**src/rtl/dmem_bus_if.sv**
```systemverilog
// Data-side bus interface for the memory-access stage: turns a RAM request into a
// registered req/ack bus transaction, stalls the pipeline, and returns/buffers load data.
module dmem_bus_if #(
    parameter int TIMEOUT = 64,
    parameter int CNT_W   = 7
) (
    input  logic        clk,
    input  logic        rst,
    input  logic        stall_i,
    input  logic        flush_i,
    input  logic        cpu_ce_i,
    input  logic        cpu_we_i,
    input  logic [31:0] cpu_addr_i,
    input  logic [3:0]  cpu_sel_i,
    input  logic [31:0] cpu_data_i,
    output logic [31:0] cpu_data_o,
    output logic        stall_req_o,
    output logic        bus_err_o,
    output logic        bus_req_o,
    output logic        bus_we_o,
    output logic [31:0] bus_addr_o,
    output logic [3:0]  bus_sel_o,
    output logic [31:0] bus_wdata_o,
    input  logic [31:0] bus_rdata_i,
    input  logic        bus_ack_i
);

    typedef enum logic [1:0] {IDLE, BUSY, WAIT_STALL} state_t;

    localparam logic [CNT_W-1:0] LP_CNT_LAST = CNT_W'(TIMEOUT - 1);

    state_t            r_state;
    state_t            w_next;
    logic [CNT_W-1:0]  r_cnt;
    logic [31:0]       r_rd_buf;
    logic              r_err;
    logic              r_req;
    logic              r_we;
    logic [31:0]       r_addr;
    logic [3:0]        r_sel;
    logic [31:0]       r_wdata;

    logic              w_start;
    logic              w_ack;
    logic              w_timeout;
    logic              w_stall_req;
    logic [31:0]       w_cpu_data;

    assign w_start   = (r_state == IDLE) && cpu_ce_i && !flush_i;
    assign w_ack     = (r_state == BUSY) && bus_ack_i;
    // Flush wins over timeout: a killed access is not reported as a bus error.
    assign w_timeout = (r_state == BUSY) && !bus_ack_i && !flush_i && (r_cnt == LP_CNT_LAST);

    always_comb begin
        w_next      = r_state;
        w_stall_req = 1'b0;
        w_cpu_data  = 32'h0;
        case (r_state)
            IDLE: begin
                if (w_start) begin
                    w_next      = BUSY;
                    w_stall_req = 1'b1;
                end
            end
            BUSY: begin
                if (bus_ack_i) begin
                    if (flush_i) begin
                        w_next = IDLE;
                    end else begin
                        w_cpu_data = r_we ? 32'h0 : bus_rdata_i;
                        w_next     = stall_i ? WAIT_STALL : IDLE;
                    end
                end else if (flush_i || w_timeout) begin
                    w_next = IDLE;
                end else begin
                    w_stall_req = 1'b1;
                end
            end
            WAIT_STALL: begin
                w_cpu_data = r_rd_buf;
                if (!stall_i || flush_i) begin
                    w_next = IDLE;
                end
            end
            default: w_next = IDLE;
        endcase
    end

    always_ff @(posedge clk or negedge rst) begin
        if (!rst) begin
            r_state  <= IDLE;
            r_cnt    <= '0;
            r_rd_buf <= 32'h0;
            r_err    <= 1'b0;
            r_req    <= 1'b0;
            r_we     <= 1'b0;
            r_addr   <= 32'h0;
            r_sel    <= 4'h0;
            r_wdata  <= 32'h0;
        end else begin
            r_state <= w_next;
            r_err   <= w_timeout;
            if (w_start) begin
                r_req   <= 1'b1;
                r_we    <= cpu_we_i;
                r_addr  <= cpu_addr_i;
                r_sel   <= cpu_sel_i;
                r_wdata <= cpu_data_i;
                r_cnt   <= '0;
            end else if (r_state == BUSY) begin
                if (bus_ack_i || flush_i || w_timeout) begin
                    r_req <= 1'b0;
                end else begin
                    r_cnt <= r_cnt + 1'b1;
                end
            end
            if (w_ack) begin
                r_rd_buf <= (r_we || flush_i) ? 32'h0 : bus_rdata_i;
            end else if (w_timeout) begin
                r_rd_buf <= 32'h0;
            end
        end
    end

    // A request presented while reset is held must not stall the pipeline.
    assign stall_req_o = w_stall_req && rst;
    assign cpu_data_o  = w_cpu_data;
    assign bus_err_o   = r_err;
    assign bus_req_o   = r_req;
    assign bus_we_o    = r_we;
    assign bus_addr_o  = r_addr;
    assign bus_sel_o   = r_sel;
    assign bus_wdata_o = r_wdata;

endmodule
```
**config.mk**
```make
export PLATFORM = sky130hd
export DESIGN_NAME = dmem_bus_if
export DESIGN_NICKNAME = d
export VERILOG_FILES = /design/src/rtl/dmem_bus_if.sv
export SDC_FILE = /design/constraint.sdc
export NUM_CORES = 1
export LEC_CHECK = 0
export CAP_MARGIN = 5
export CELL_PAD_IN_SITES_DETAIL_PLACEMENT = 1
export CELL_PAD_IN_SITES_GLOBAL_PLACEMENT = 2
export CORE_UTILIZATION = 24
export DETAILED_ROUTE_END_ITERATION = 8
export PLACE_DENSITY_LB_ADDON = 0.1
export SYNTH_ARGS = -nofsm -noshare
export SYNTH_HDL_FRONTEND = slang
export SYNTH_SLANG_ARGS = --single-unit
```
**constraint.sdc**
```tcl
create_clock -name clk -period 2 [get_ports clk]
set_clock_uncertainty 0.1 [all_clocks]
set_input_delay 0.3 -clock clk [delete_from_list [all_inputs] [get_ports clk]]
set_output_delay 0.3 -clock clk [all_outputs]
set_load 0.005 [all_outputs]
```
==> results_dict.tcl <==
set metrics [dict create \
    outcome "complete, but fails checks" \
    violations "setup timing" \
    drc 0 \
    grt_setup_unrepaired "yes" \
    synth_area_leaders "dfrtp_1, nand2_1, a22o_1" \
    arrival_ps 1910 \
    hold_depth 3 \
    cts_max_level 3 \
    wl_per_cell_um 16.78 \
    viasPerCell 4.468 \
    cap_violations 0 \
    cts-root-buf "clkbuf_16" \
    worstHoldPathType "primary input to register" \
    fp.coreArea_um2 19590 \
    crit_type "register to output port" \
    final_common_cell "nand2_1" \
    clockPowerShare 0.171 \
    grt_max_degree 113 \
    reg2reg_setup_slack_ps 20 \
    grt_pass1_vias 4823 \
    final_cell_mix "nand2_1, clkdlybuf4s50_1, dfrtp_1" \
    netlist.area_leader.share 0.5823 \
    rr_startpoint "r_state[1]" \
    maxSlewViolCount 0 \
    drive_gt1_frac 0.2037 \
    switchingPower_mw 3.379 \
    end_kind "output port" \
    std_cell_rows 51 \
    grt_pass1_wl_mm 26.75 \
    avgSynthCellArea_um2 9.627 \
    whs_ps 363.4 \
    chipHeight_um 143.6 \
    synth_top_cell_by_area "dfrtp_1" \
    yosysWarnings 0 \
    antenna_found_initial 0 \
    synth-seq-cells 112 \
    syn_to_final_growth_pct 69.85 \
    min_to "bus_sel_o[1]" \
    pwr-share-seq 0.383 \
    clk_pin_slew_ps 80 \
    power_leakage_nw 3.769 \
    fin_crit_ps 2312 \
    p_comb_frac 0.447 \
    vias 4539 \
    place_congestion 0.7108 \
    ios 211 \
    dieArea_um2 20630 \
    routed_wl_mm 17.05 \
    clk_latency_ps 350 \
    r2r-end "r_cnt[5]" \
    hold_viol 0 \
    cp_max_fo 5 \
    synthCells 500 \
    grt_usage 0.1703 \
    finalSetupTns_ps -7604 \
    clock.fmax_mhz 432.4 \
    worstHoldStart "cpu_sel_i[1]" \
    fin_ws_ps -312.4 \
    cts_buffer_depth 2 \
    relSlewSlack 0.5797 \
    start_kind "register" \
    n_antenna_cell 0 \
    synth_cell_types 34 \
    r2r_cells 8 \
    fin_crit_sh 1.156 \
    internal_power_mw 6.975 \
    grt_overflow 0 \
    chipWidth_um 143.6 \
    worstMarginPinSlew_ps 630.4 \
    cts_made_buffers 9 \
    dr.pass1.iters 4 \
    clock_sinks 112 \
    drt_iter0_drc 169 \
    synth-seq-area-share 0.5823 \
    p_total_mw 10.35 \
    place_hpwl_mm 10.63 \
    portBuffers 210 \
    cts_tree "built" \
    place_area_um2 7375 \
    post-route-cell-area_um2 8175 \
    crit_required_ps 1600 \
    power.density_nw_per_um2 1267 \
    netSwitchingFraction 0.3263 \
    max-vdd-ir-drop_mv 0.4985 \
    synth_area_um2 4813 \
    start_util 0.2457 \
    nets 858 \
    syn_nets 612 \
    setup_violations 33 \
    ant_nets 0 \
]
==> synthesized netlist by cell type (all sizes together) <==
master and count:
nand2 214, dfrtp 112, a22o 33, a22oi 32, nor2b 32, buf 21
clkbuf 13, ha 5, inv 4, nand3 4, o21ai 4, nor2 3
or4 3, nor3 2, o211ai 2, o31ai 2, a21boi 1, a21o 1
a21oi 1, a32oi 1, and3 1, and4 1, and4bb 1, mux2 1
mux2i 1, nand2b 1, nand3b 1, nor3b 1, o311a 1, xor2 1
==> repair_timing <==
item	in CTS	in global routing
pin swaps	10	11
hold buffers	1	0
setup endpoints to repair	91	35
gates resized for setup	145	61
endpoints found under the hold margin	33	0
cloned	8	0
setup buffers	12	15
==> per-stage QoR <==
stage                     utilization  instances  setup slack, ps
after floorplan                     -        500            163.0
after global routing           0.4173       1016           -397.4
after detailed placement       0.3764        969           -556.2
final                          0.4173       1016           -312.4
after CTS                      0.4108       1006           -357.9
after global placement         0.3764        969           -519.7
==> state kept, by name, summed over array words and instances, names as in the netlist <==
| register | count |
|---|---|
| bus_addr_o | 32 |
| bus_wdata_o | 32 |
| r_rd_buf | 32 |
| r_cnt | 7 |
| bus_sel_o | 4 |
| r_state | 2 |
| bus_err_o | 1 |
| bus_req_o | 1 |
| bus_we_o | 1 |
==> critical path, cell delays in order (launching register included) <==
cell      delay (ps)
dfrtp_1          430
ha_4             180
and4bb_4         220
buf_6            130
buf_12           130
buf_16           130
a22oi_1          160
nor2b_1           60
buf_2            120
==> metal layers <==
metal	track usage	up-vias	share of wire	wire length, um
met5	0	-	0	0
met4	0.03135	0	0.0084	144
met2	0.2775	134	0.48	8128
li1	-	2142	-	-
met1	0.2122	2252	0.43	7329
met3	0.06931	11	0.085	1448
==> power groups by stage <==
stage	clock [mW]	combinational (mW)	sequential, mW
after floorplan	0	1.54	3.90
after global placement	0	4.07	3.88
after detailed placement	0	4.17	3.93
after CTS	1.86	4.67	3.94
after global routing	1.95	5.10	4.10
final	1.77	4.63	3.96
==> how the worst max path moves through the flow <==
stage / end / slack, ps / from / cells past startpoint
after detailed placement: cpu_data_o[9] / -560 / flush_i / 6
after global routing: cpu_data_o[15] / -400 / r_state[1] / 9
after CTS: cpu_data_o[15] / -360 / r_state[1] / 9
after global placement: cpu_data_o[9] / -520 / flush_i / 6
final: cpu_data_o[27] / -310 / r_state[0] / 8
after floorplan: cpu_data_o[0] / 160 / r_state[1] / 7
==> area by class of cell <==
cell class / count / area, um^2
clock buffers: 11 / 242.7
clock inverters: 5 / 40.04
fillers: 2200 / 11410
inverters: 4 / 20.02
multi-input cells: 350 / 2049
flip-flops and latches: 112 / 2803
well taps: 265 / 331.6
repair buffers: 269 / 2689
==> cell families (layout without fill, tap and decap cells) <==
group | after synthesis | count (layout) | synth area share
compound gates | 78 | 78 | 0.1292
xor+xnor | 1 | 1 | 0.001820
fa+ha+maj | 5 | 5 | 0.01300
buf+inv | 38 | 289 | 0.03483
flops | 112 | 112 | 0.5823
mux | 2 | 2 | 0.004419
simple gates | 264 | 264 | 0.2345
Power figures use the tool's default switching activity.
